<file path="src/rtl/active_list_retire.sv">
// In-order retirement of the active list: frees old pregs, commits mappings. Optional ACTIVE_LIST_BYPASS_EN.
// Latency: completion to release 1 cycle (0 with ACTIVE_LIST_BYPASS_EN); commit pulse one cycle after retire.
// Backpressure: release_ready low stalls the head and every younger entry; dispatch_ready drops when full.
module active_list_retire #(
    parameter int DEPTH  = 32,
    parameter int LREG_W = 5,
    parameter int PREG_W = 6,
    parameter int TAG_W  = 5
) (
    input  logic              clk,
    input  logic              rst_n,
    input  logic              flush,
    input  logic              dispatch_valid,
    output logic              dispatch_ready,
    input  logic              dispatch_uses_rw,
    input  logic [LREG_W-1:0] dispatch_lreg,
    input  logic [PREG_W-1:0] dispatch_new_preg,
    input  logic [PREG_W-1:0] dispatch_old_preg,
    output logic [TAG_W-1:0]  dispatch_tag,
    input  logic              complete_valid,
    input  logic [TAG_W-1:0]  complete_tag,
    output logic              release_valid,
    input  logic              release_ready,
    output logic [PREG_W-1:0] release_preg,
    output logic              commit_valid,
    output logic [LREG_W-1:0] commit_lreg,
    output logic [PREG_W-1:0] commit_preg,
    output logic [TAG_W:0]    count,
    output logic              empty
);

    localparam logic [TAG_W:0] FULL_CNT = (TAG_W+1)'(DEPTH);

    // Per-entry status bits (reset) and payload (no reset, qualified by valid)
    logic [DEPTH-1:0]  valid_q;
    logic [DEPTH-1:0]  done_q;
    logic [DEPTH-1:0]  uses_rw_q;
    logic [LREG_W-1:0] lreg_q     [DEPTH];
    logic [PREG_W-1:0] new_preg_q [DEPTH];
    logic [PREG_W-1:0] old_preg_q [DEPTH];

    logic [TAG_W-1:0]  head_q;
    logic [TAG_W-1:0]  tail_q;
    logic [TAG_W:0]    count_q;

    logic              head_done;
    logic              head_ok;
    logic              dispatch_fire;
    logic              retire_fire;

    // Full check looks only at the registered count, so a same-cycle retire never opens a slot early
    assign dispatch_ready = (count_q != FULL_CNT);
    assign dispatch_fire  = dispatch_valid & dispatch_ready & ~flush;
    assign dispatch_tag   = tail_q;
    assign count          = count_q;
    assign empty          = (count_q == '0);

`ifdef ACTIVE_LIST_BYPASS_EN
    // A completion aimed at the head counts immediately, saving a cycle of retire latency
    assign head_done = done_q[head_q] | (complete_valid & (complete_tag == head_q));
`else
    assign head_done = done_q[head_q];
`endif

    assign head_ok       = valid_q[head_q] & head_done & ~flush;
    assign release_valid = head_ok & uses_rw_q[head_q];
    assign release_preg  = old_preg_q[head_q];
    assign retire_fire   = head_ok & (~uses_rw_q[head_q] | release_ready);

    // Entry valid/done bits: flush wipes everything; otherwise complete, retire and dispatch update slots
    always_ff @(posedge clk or negedge rst_n) begin
        if (!rst_n) begin
            valid_q <= '0;
            done_q  <= '0;
        end else if (flush) begin
            valid_q <= '0;
            done_q  <= '0;
        end else begin
            for (int i = 0; i < DEPTH; i++) begin
                if (complete_valid && (complete_tag == TAG_W'(i)) && valid_q[i]) begin
                    done_q[i] <= 1'b1;
                end
                if (retire_fire && (head_q == TAG_W'(i))) begin
                    valid_q[i] <= 1'b0;
                    done_q[i]  <= 1'b0;
                end
                if (dispatch_fire && (tail_q == TAG_W'(i))) begin
                    valid_q[i] <= 1'b1;
                    done_q[i]  <= 1'b0;
                end
            end
        end
    end

    // Payload capture at the tail on dispatch
    always_ff @(posedge clk) begin
        if (dispatch_fire) begin
            uses_rw_q[tail_q]  <= dispatch_uses_rw;
            lreg_q[tail_q]     <= dispatch_lreg;
            new_preg_q[tail_q] <= dispatch_new_preg;
            old_preg_q[tail_q] <= dispatch_old_preg;
        end
    end

    // Head/tail pointers wrap naturally at DEPTH; flush rewinds the tail onto the head
    always_ff @(posedge clk or negedge rst_n) begin
        if (!rst_n) begin
            head_q  <= '0;
            tail_q  <= '0;
            count_q <= '0;
        end else if (flush) begin
            tail_q  <= head_q;
            count_q <= '0;
        end else begin
            if (retire_fire) begin
                head_q <= head_q + 1'b1;
            end
            if (dispatch_fire) begin
                tail_q <= tail_q + 1'b1;
            end
            count_q <= count_q + {{TAG_W{1'b0}}, dispatch_fire} - {{TAG_W{1'b0}}, retire_fire};
        end
    end

    // Registered commit report; only register-writing instructions pulse commit_valid
    always_ff @(posedge clk or negedge rst_n) begin
        if (!rst_n) begin
            commit_valid <= 1'b0;
            commit_lreg  <= '0;
            commit_preg  <= '0;
        end else if (retire_fire) begin
            commit_valid <= uses_rw_q[head_q];
            commit_lreg  <= lreg_q[head_q];
            commit_preg  <= new_preg_q[head_q];
        end else begin
            commit_valid <= 1'b0;
        end
    end

endmodule

</file>
<file path="config.mk">
export PLATFORM = sky130hd
export DESIGN_NAME = active_list_retire
export DESIGN_NICKNAME = d
export VERILOG_FILES = /design/src/rtl/active_list_retire.sv
export SDC_FILE = /design/constraint.sdc
export NUM_CORES = 1
export LEC_CHECK = 0
export ABC_AREA = 1
export BUFFER_PORTS_ARGS = -buffer_cell sky130_fd_sc_hd__buf_2
export CORE_ASPECT_RATIO = 0.6
export CORE_MARGIN = 2
export CORE_UTILIZATION = 28
export CTS_CLUSTER_DIAMETER = 200
export DETAILED_ROUTE_END_ITERATION = 12
export SLEW_MARGIN = 20
export SYNTH_ARGS = -nofsm -noshare
export SYNTH_HDL_FRONTEND = slang
export SYNTH_SLANG_ARGS = --single-unit
</file>
<file path="constraint.sdc">
create_clock -name clk -period 4.9 [get_ports clk]
set_clock_uncertainty 0.05 [all_clocks]
set_input_delay 0.98 -clock clk [delete_from_list [all_inputs] [get_ports clk]]
set_output_delay 0.98 -clock clk [all_outputs]
set_load 0.02 [all_outputs]
</file>
# After elaboration in Yosys (flattened, before gate mapping)
# Memories as Yosys holds them, arrays and structs flattened. A register that Yosys moved wholly into a read port is not among the register bits.
# Cells that the tools add are included.
[op_classes]
n_reduce_logical = 201
n_addsub = 4
eq_ne = 94
n_mux = 177
n_bitwise = 9
order_cmp = 3
[op_table]
columns = ["op", "count"]
rows = [
  ["== test 5 bit (second input constant)", 48],
  ["2-to-1 mux 1 bit", 167],
  ["logical AND 1 bit", 129],
  ["nonzero test 4 bit", 32],
  ["== test 5 x 4 -> 1 bit (second input constant)", 24],
  ["nonzero test 3 bit", 32],
  ["2-to-1 mux 32 bit", 2],
  ["== test 5 x 3 -> 1 bit (second input constant)", 12],
  ["bitwise mux 32 bit", 1],
  ["== test 5 x 2 -> 1 bit (second input constant)", 6],
  ["binary-select mux 1 bit (select 5 bit)", 3],
  ["== test 5 x 1 -> 1 bit (second input constant)", 3],
  ["zero test 5 bit", 3],
  ["< comparator 5 x 6 -> 1 bit (second input constant)", 2],
  ["adder 5 x 1 -> 5 bit (second input constant)", 2],
  ["2-to-1 mux 5 bit", 2],
  ["adder 6 x 1 -> 6 bit", 1],
  ["AND 1 bit", 6],
  ["zero test 6 bit", 1],
  ["2-to-1 mux 6 bit", 1],
  ["!= test 6 bit (second input constant)", 1],
  ["subtractor 6 x 1 -> 6 bit", 1],
  ["demux 1 bit (select 5 bit)", 1],
  ["greater-or-equal comparator 5 x 1 -> 1 bit (second input constant)", 1],
  ["other kinds (5)", 7],
]
[word_totals]
elab_cells = 560
register_bits = 113
in_bits = 29
mem_count = 3
output_inout_bits = 32
mem_bits_rw = 544
[mem_list]
columns = ["name", "depth", "word_bits", "read_ports", "rd_clocked_by_memory_dff", "wr", "line_no", "source"]
rows = [
  ["new_preg_q", 32, 6, 1, 1, 1, "39", "logic [PREG_W-1:0] new_preg_q [DEPTH];"],
  ["old_preg_q", 32, 6, 1, 0, 1, "40", "logic [PREG_W-1:0] old_preg_q [DEPTH];"],
  ["lreg_q", 32, 5, 1, 1, 1, "38", "logic [LREG_W-1:0] lreg_q [DEPTH];"],
]

# Depth between registers and ports, before layout
# Gate-level depths: netlist of the first run.
[logic_depth]
ltp_word = 9
mapped_depth = 25
ltp_nobuf = 22

# Worst setup path after synthesis of the first run
# No wires, ideal clock.
[synth_path]
kind = "reg-to-reg"
from = "register count_q[2], in the netlist count[2]"
to = "memory lreg_q[15][0], enable pin"
n_path_buf = 1
synth_period_minus_slack_ns = 3.451
required_ns = 4.434
path_stages_with_launch = 11
setup_ns = 0.416
slack_ns = 1.449
arrival_time_ns = 2.985
cell_sequence = "dfrtp_1 > inv_1 > ha_1 > nand3_1 > nand2_1 > nor2_1 > inv_1 > nor2_1 > inv_1 > buf_2 > nor3_1"
[synth_between]
elab_chain_cells = 5
[synth_rtl]
columns = ["item", "line_no", "source"]
rows = [
  ["start, declared", "44", "logic [TAG_W:0] count_q;"],
  ["start signal, assigned", "121", "count_q <= count_q + {{TAG_W{1'b0}}, dispatch_fire} - {{TAG_W{1'b0}}, retire_fire};"],
  ["!= test 6 bit", "52", "assign dispatch_ready = (count_q != FULL_CNT);"],
  ["via dispatch_ready", "14", "output logic dispatch_ready,"],
  ["AND 1 bit (2 in a row)", "53", "assign dispatch_fire = dispatch_valid & dispatch_ready & ~flush;"],
  ["2-to-1 mux 1 bit", "97", "if (dispatch_fire) begin"],
  ["2-to-1 mux 1 bit (not written as such)", "99", "lreg_q[tail_q] <= dispatch_lreg;"],
  ["end, declared", "38", ""],
]
# The timed path passes the listed nets, and every way through them passes these cells.

# Final worst setup path of the first run
[layout_path]
from = "register head_q[0]"
to = "output release_preg[5]"
[layout_between]
elab_chain_cells = 1
[layout_rtl]
columns = ["item", "line_no", "source"]
rows = [
  ["start, declared", "42", "logic [TAG_W-1:0] head_q;"],
  ["start signal, assigned", "116", "head_q <= head_q + 1'b1;"],
  ["memory read (32 x 6 bit)", "--", ""],
  ["end, declared", "24", "output logic [PREG_W-1:0] release_preg,"],
]
# Every way passes these cells.

==> results of run 1 <==
[critical path: stages, from the launching register on]
cell and delay (ns):
dfrtp_4 0.69, inv_8 0.46, buf_4 0.44, o21ai_0 0.14, o22ai_1 0.15, a22o_1 0.17
a21oi_1 0.05, a31oi_1 0.49, buf_2 0.28
[sequential cells by signal (all words and copies together), names as in the netlist]
| name | flops |
|---|---|
| new_preg_q | 192 |
| old_preg_q | 192 |
| lreg_q | 160 |
| done_q | 32 |
| uses_rw_q | 32 |
| valid_q | 32 |
| commit_preg | 6 |
| count | 6 |
| commit_lreg | 5 |
| dispatch_tag | 5 |
| head_q | 5 |
| commit_valid | 1 |
[final timing paths]
check,cells after the start,to
max in group asynchronous,2,commit_lreg[3]
worst min-delay path,1,done_q[30]
min in group clk,2,commit_preg[4]
worst max register to register,22,count[4]
worst min register to register,2,commit_preg[4]
worst max-delay path,8,release_preg[5]
[stage by stage]
| stage | std cells | setup slack (ns) |
|---|---|---|
| after floorplan | 2509 | 1.45 |
| after global placement | 3812 | 1.01 |
| after detailed placement | 3812 | 0.975 |
| after CTS | 3915 | 0.293 |
| after global routing | 3916 | 0.0852 |
| final | 3916 | 0.244 |
[cells in the mapped netlist]
cell type	instances
buf_1	5
o211ai_1	1
buf_2	54
a211oi_1	12
o21ai_0	285
o21ai_2	1
a31oi_1	13
inv_1	147
clkinv_1	2
nand2_1	357
o22ai_1	138
inv_2	5
a221o_1	1
buf_4	16
nor2_2	1
clkbuf_1	74
a221oi_1	2
nand4_1	45
nand3_1	91
o221ai_1	3
o21bai_1	1
fa_1	1
xor2_1	4
nor2_1	450
nand2_2	2
or2_2	1
buf_6	4
edfxtp_1	576
nor3_1	43
dfrtp_1	92
a22o_1	3
nand3b_1	1
ha_1	21
o21ai_1	10
a21oi_1	32
nand3_2	2
a41oi_1	12
and3_1	1
[metal layers]
metal,share of wire,global-route usage
met1,0.47,0.256
met4,0.018,0.0310
met5,0,0
met2,0.40,0.218
met3,0.12,0.0446
[logic make-up after synthesis]
logic type      Yosys count
flops                   668
simple gates            994
xor+xnor                  4
buf+inv                 307
compound gates          514
fa+ha+maj                22
[final cells by class]
type,instances,area [um^2],share of cell area
Sequential cell,668,19600,0.611
Clock inverter,32,288,0.00897
Inverter,154,588,0.0183
Clock buffer,71,1490,0.0464
Tap cell,1334,1670,0.0520
Antenna cell,1,2.50,0.0000780
Multi-Input combinational cell,1534,7490,0.233
Timing Repair Buffer,122,943,0.0294
[power groups by stage]
| stage | sequential (W) | clock, W | combinational, W |
|---|---|---|---|
| 6_report | 0.00630 | 0.00449 | 0.000769 |
| 5_1_grt | 0.00630 | 0.00476 | 0.000847 |
| 3_3_place_gp | 0.00642 | 0 | 0.000753 |
| 4_1_cts | 0.00630 | 0.00454 | 0.000763 |
| 2_1_floorplan | 0.00643 | 0 | 0.000409 |
| 3_5_place_dp | 0.00642 | 0 | 0.000760 |
==> out/qor.yml, run 1 <==
die_h_um: 250
io_buffers: 60
hold_buffers: 0
finalHoldViolations: 0
synth_compound_gate_area_share: 0.102
dieArea_um2: 103000
drv_slew: 0
htree_levels: 2
synth_seq_area_share: 0.696
startpoint: "head_q[0]"
pwr-share-seq: 0.545
p_per_area_nw_per_um2: 360
synth_warnings: 0
firstDrtPassIters: 6
clk_pin_slew_ns: 0.07
hpwlAfterDp_um: 51100
final_cell_mix: "edfxtp_1 (576), nor2_1 (418), nand2_1 (357)"
tightest_slew_ns: 1.04
min_period_over_period: 0.950
setup_viol: 0
rsz0062_at_grt: "no"
final_util: 0.320
clockRootBuffer: "clkbuf_16"
cp.required_ns: 3.87
synthCells: 2509
nets: 2587
p_clk_frac: 0.389
ys_ff_latch: 668
start_util: 0.281
reg2reg_from: "head_q[0]"
drc_errors: 0
critPathCaptureType: "output pin"
vias: 19800
syn_nets: 2560
cts_buffer_depth: 3
finalPower_w: 0.0116
routedWlPerCell_um: 21.8
synth_top_family_by_area: "simple AND/OR/NAND/NOR gates"
synthAdderAreaFrac: 0.0100
die_w_um: 413
grt_use_total: 0.162
cts.sink_count: 668
synth-simple-area-share: 0.144
viasPerCell: 5.05
r2r_slack_ns: 0.94
critPathLaunchType: "register"
num_rows: 90
crit_fanout: 89
synth.area.top_cells: "edfxtp_1 (61%), dfrtp_1 (8.2%), nor2_1 (6.0%), o21ai_0 (5.1%), nand2_1 (4.8%)"
gp_congestion: 0.924
peakVddDrop_mv: 0.234
synth-xor-area-share: 0.00124
synth_top_cell_by_area: "edfxtp_1"
tns_ns: 0
grt_pass1_wl_um: 125000
postCtsResizedCells: 0
leakage_nw: 11.1
worstHoldPathType: "input port to async pin"
ios: 61
finalWirelength_um: 85500
post_cts_buffers: 0
synth_area_um2: 28100
max_freq_mhz: 215
grt_pass1_vias: 18200
synth_top_area_frac: 0.615
syn_area_per_cell_um2: 11.2
final_area_um2: 32100
cp.arrival_ns: 3.63
cts_tree: "done"
place_area_um2: 30300
status: "completed"
p_sw_frac: 0.237
maxSlewHeadroom: 0.305
p_int_w: 0.00882
fin_crit_ns: 4.66
grt_max_degree: 189
drv_cap: 0
ant_nets: 0
clock_latency_ns: 0.64
cts_buffers: 56
area_growth_pct: 14.0
grt_overflow: 0
critical_path_class: "register to output pin"
core_um2: 100000
synth_mux_area_frac: 0
drtIter0Drc: 2654
hold_ws_ns: 0.303
mostFrequentLayoutCell: "edfxtp_1"
synth_cell_types: 38
antenna_found_initial: 4
p_sw_w: 0.00274
drive_gt1_frac: 0.0980
comb_power_share: 0.067
fillerInstances: 9969
No activity file was read; power rests on OpenSTA's default activity.
==> run 2: changes to the inputs <==
Settings changed: PLACE_DENSITY set to 0.47.
==> run 2 against run 1 <==
Effect of this change:
- non-clock buffer count grew 3
- worst hold slack better by 0.11 ns
- largest cell class unchanged
- critical path type unchanged
- cell count about the same
- combinational power about the same
==> out/qor.yml, run 2 (synthesized netlist as in run 1, its figures left out) <==
grt_pass1_vias: 18800
grt_use_met3: 0.0428
maxSlewHeadroom: 0.330
fillerInstances: 10100
cp_cell_sequence: "inv_8, buf_4, o21ai_0, o22ai_1, nand2_1, nand4_1, nor2_1, a41oi_1, buf_2"
vias: 20000
reg2reg_from: "head_q[0]"
busiest_layer: "met1"
rsz0062_at_grt: "no"
r2r_cells: 21
grt_max_degree: 162
clockRootBuffer: "clkbuf_16"
die_w_um: 413
status: "completed"
grt_overflow: 0
cp_top_family: "buffers and inverters"
reg_top3: "new_preg_q x192, old_preg_q x192, lreg_q x160"
crit_fanout: 93
io_buffers: 60
drive_gt1_frac: 0.0990
hold_buffers: 0
p_per_area_nw_per_um2: 370
clk_pin_slew_ns: 0.07
ant_nets: 0
cts.sink_count: 668
drc_errors: 0
mostFrequentLayoutCell: "edfxtp_1"
fin_crit_ns: 4.64
cts_buffers: 59
critPathLaunchType: "register"
setup_viol: 0
critical_path_class: "register to output pin"
max_freq_mhz: 215
drtIter0Drc: 2519
antenna_cells: 0
hpwlAfterDp_um: 53300
finalWirelength_um: 92600
final_cell_mix: "edfxtp_1 (576), nor2_1 (418), nand2_1 (357)"
cts_tree: "done"
cp_num_buf_inv: 3
postCtsResizedCells: 0
worstHoldPathType: "input port to async pin"
cp.arrival_ns: 3.61
min_period_over_period: 0.948
rr_endpoint: "count[4]"
num_rows: 90
use_met2: 0.237
grt_use_total: 0.177
grt_use_met1: 0.285
ios: 61
start_util: 0.281
dieArea_um2: 103000
cp.required_ns: 3.87
viasPerCell: 5.10
dp_cells: 3815
cts_buffer_depth: 3
firstDrtPassIters: 5
drv_slew: 0
post_cts_buffers: 0
r2r_slack_ns: 0.93
tns_ns: 0
area_growth_pct: 13.7
worst_path_largest_cell_delay_ns: 0.66
stdcell_count: 3919
critPathCaptureType: "output pin"
hold_ws_ns: 0.409
finalHoldViolations: 0
leakage_nw: 11.1
gp_congestion: 0.871
clock_latency_ns: 0.62
peakVddDrop_mv: 0.274
routedWlPerCell_um: 23.6
htree_levels: 2
core_um2: 100000
grt_pass1_wl_um: 134000
slowest_stage: "dfrtp_4"
tightest_slew_ns: 1.00
drv_cap: 0
nets: 2593
antenna_found_initial: 3
die_h_um: 250
run 2: cell count changes in the layout (fill, tap and decap cells not counted), sizes merged:
cell | previous run | this run
bufinv | 4 | 8
buf | 122 | 125
clkbuf | 71 | 69
clkinv | 25 | 23
diode | 1 | 0
inv | 154 | 155
run 2: metal layers:
layer | vias to the layer above | part of all wire
met4 | 2 | 0.015
met3 | 110 | 0.097
li1 | 8921 | -
met2 | 900 | 0.39
met5 | - | 0.00014
met1 | 10100 | 0.49
run 2: worst reg2reg max path: cells and delay by family, from the launching register on:
kind / cells / cell delay, ns
AO/OA/AOI/OAI: 3 / 0.37
adder cells (fa/ha/maj): 3 / 0.83
buffers and inverters: 4 / 0.95
flip-flops: 1 / 0.66
AND/OR/NAND/NOR: 11 / 0.98
run 2: area by class of cell:
cell class,count,area [um^2],area share
sequential,668,19600,0.613
multi-input combinational,1534,7370,0.230
tap,1334,1670,0.0522
clock buffer,69,1520,0.0476
timing repair buffer,125,853,0.0267
inverter,154,588,0.0184
clock inverter,35,385,0.0120
run 2: worst max-delay path by stage:
stage / startpoint / to / slack (ns) / depth (start not counted)
floorplan: count[2] / lreg_q[15][0] / 1.45 / 10
global placement: head_q[2] / release_preg[4] / 0.96 / 8
detailed placement: head_q[0] / release_preg[4] / 0.94 / 9
CTS: head_q[0] / release_preg[4] / 0.26 / 9
global route: head_q[0] / release_preg[4] / 0.07 / 9
finish: head_q[0] / release_preg[4] / 0.26 / 9
run 2: power breakdown:
part / total (W) / internal (W) / switching, W / leakage (nW)
sequential: 0.00630 / 0.00625 / 0.0000421 / 6.43
combinational: 0.000768 / 0.000199 / 0.000568 / 3.77
clock: 0.00479 / 0.00264 / 0.00215 / 0.926
run 2: through the flow:
| step | setup slack [ns] | utilization | cell area (um^2) | power (W) |
|---|---|---|---|---|
| 6_report | 0.257 | 0.320 | 32000 | 0.0119 |
| 5_1_grt | 0.0724 | 0.320 | 32000 | 0.0123 |
| 4_1_cts | 0.261 | 0.320 | 32000 | 0.0120 |
| 3_5_place_dp | 0.936 | 0.301 | 30100 | 0.00719 |
| 3_3_place_gp | 0.962 | 0.301 | 30100 | 0.00717 |
| 2_1_floorplan | 1.45 | - | 28100 | 0.00684 |
==> run 3: changes to the inputs <==
Settings changed: ABC_AREA 1 to unset.
==> run 3 against run 2 <==
Effect of this change:
- cell count decreased by 28%
- critical path type unchanged
- core utilization increased by 0.57 points
- final area decreased by 2.6%
- non-clock buffer count decreased by 11
- critical path depth decreased by 1
- worst hold slack about the same
- power increased by 2.8%
- sequential power about the same
- setup slack got worse by 0.075 ns
- global-route usage decreased by 2.2 points
- largest cell class unchanged
==> out/qor.yml, run 3 <==
cts.sink_count: 668
io_buffers: 60
nets: 1567
critPathLaunchType: "register"
layout_setup_ws_ns: 0.182
clockRootBuffer: "clkbuf_16"
dp_slack_ns: 0.658
mostFrequentLayoutCell: "edfxtp_1"
vias: 14200
pwr-share-seq: 0.519
slowest_stage: "dfrtp_4"
firstDrtPassIters: 5
cp.required_ns: 3.87
grt_overflow: 0
cp_cell_sequence: "buf_12, mux2i_1, a311o_1, a2111oi_0, a41oi_1, a31o_2, nor2_1, buf_2"
critPathCaptureType: "output pin"
synth_cell_types: 55
min_period_over_period: 0.963
setup_viol: 0
synth-edff-count: 576
tightest_slew_ns: 1.11
grt_use_total: 0.155
dieArea_um2: 99000
use_met2: 0.219
htree_levels: 2
finalWirelength_um: 76400
path_depth: 8
synthCells: 1421
status: "completed"
p_sw_frac: 0.239
ys.flop_type: "edfxtp_1"
core_um2: 95800
clk_pin_slew_ns: 0.07
hpwlAfterDp_um: 46200
drc_errors: 0
cts_buffer_depth: 3
grt_pass1_vias: 14300
cts_tree: "done"
worst_path_largest_cell_delay_ns: 0.67
clock_latency_ns: 0.65
grt_pass1_wl_um: 110000
synth_top_area_frac: 0.641
leakage_nw: 10.1
synth_warnings: 0
fillerInstances: 9153
tns_ns: 0
p_int_w: 0.00928
ios: 61
die_w_um: 405
gp_congestion: 0.831
comb_power_share: 0.098
syn_area_per_cell_um2: 19.0
cp.arrival_ns: 3.69
cp_top_family: "compound AO/OA/AOI/OAI gates"
routedWlPerCell_um: 27.0
synth_area_um2: 27000
num_rows: 88
synth_top_cell_by_area: "edfxtp_1"
drive_gt1_frac: 0.279
drtIter0Drc: 1397
peakVddDrop_mv: 0.278
grt_use_met1: 0.240
post_cts_buffers: 0
area_growth_pct: 15.4
ant_nets: 0
p_per_area_nw_per_um2: 391
drv_slew: 0
antenna_found_initial: 3
finalHoldViolations: 0
critical_path_class: "register to output pin"
p_sw_w: 0.00291
maxSlewHeadroom: 0.258
die_h_um: 244
postCtsResizedCells: 0
hold_buffers: 0
synth_commonest_cells: "edfxtp_1 (576), mux4_2 (185), dfrtp_1 (92), nor2_1 (92), nand2_1 (79)"
fin_crit_ns: 4.72
rsz0062_at_grt: "no"
async_reset_ff_frac: 0.138
r2r_cells: 10
reg_top3: "new_preg_q x192, old_preg_q x192, lreg_q x160"
synth_most_common_cell: "edfxtp_1"
final_cell_mix: "edfxtp_1 (576), mux4_2 (185), dfrtp_1 (87)"
p_clk_frac: 0.383
worstHoldPathType: "input port to async pin"
viasPerCell: 5.03
syn_nets: 1472
grt_use_met3: 0.0366
drv_cap: 0
max_freq_mhz: 212
crit_fanout: 47
synth.area.top_cells: "edfxtp_1 (64%), mux4_2 (15%), dfrtp_1 (8.5%), nor2_1 (1.3%), nand2_1 (1.1%)"
cp_num_buf_inv: 2
ys_ff_latch: 668
grt_max_degree: 86
busiest_layer: "met1"
synth_seq_area_share: 0.726
cts_buffers: 60
start_util: 0.282
run 3: cell count changes after synthesis, moves of 33 or more:
cell / delta
o21ai_0: -271
clkbuf_1: -35
nand3_1: -83
nor2_1: -358
a31oi_1: +33
inv_1: -128
nand4_1: -42
buf_2: -34
o22ai_1: -138
nand2_1: -278
mux4_2: +185
run 3: power by group through the flow:
| stage | clock, W | combinational, W | sequential (W) |
|---|---|---|---|
| 3_3_place_gp | 0 | 0.00122 | 0.00645 |
| 2_1_floorplan | 0 | 0.000759 | 0.00645 |
| 6_report | 0.00466 | 0.00120 | 0.00633 |
| 4_1_cts | 0.00479 | 0.00122 | 0.00633 |
| 5_1_grt | 0.00502 | 0.00130 | 0.00633 |
| 3_5_place_dp | 0 | 0.00122 | 0.00645 |
run 3: cells by family after synthesis:
group | synth area share
AOI/OAI and AO/OA | 0.0353
xor gates and xnor gates | 0.00352
adders and majority gates | 0.0105
buffers and inverters | 0.0162
DFF | 0.726
muxes | 0.162
and+or+nand+nor | 0.0461
run 3: per-stage QoR:
step           power, W  instances  area [um^2]  hold WS (ns)   util
6_report         0.0122       2827        31200         0.408  0.325
5_1_grt          0.0127       2826        31200         0.460  0.325
4_1_cts          0.0123       2826        31200         0.421  0.325
3_5_place_dp    0.00767       2714        29200         0.499  0.305
3_3_place_gp    0.00767       2714        29200         0.494  0.305
2_1_floorplan   0.00720       1421        27000         0.486      -
run 3: layout make-up:
cell class	count	area (um^2)	share of cell area
diodes	1	2.50	0.0000803
clock buffers	86	1700	0.0546
clock inverters	26	216	0.00695
inverters	20	75.1	0.00241
multi-input cells	652	7200	0.231
flip-flops and latches	668	19600	0.630
well taps	1260	1580	0.0506
repair buffers	114	771	0.0247
run 3: worst paths after layout:
kind | start | endpoint | slack [ns]
max | head_q[1] | release_valid | 0.18
max in group asynchronous | rst_n | head_q[2] | 3.30
min reg2reg | commit_preg[1] | commit_preg[1] | 0.50
min in group clk | commit_preg[1] | commit_preg[1] | 0.50
min | rst_n | valid_q[18] | 0.41
max reg2reg | head_q[1] | done_q[0] | 0.60
run 3: layer usage:
layer,vias to the layer above,part of all wire
met1,7695,0.49
met3,87,0.067
li1,5950,-
met2,481,0.42
met4,0,0.016
met5,-,0
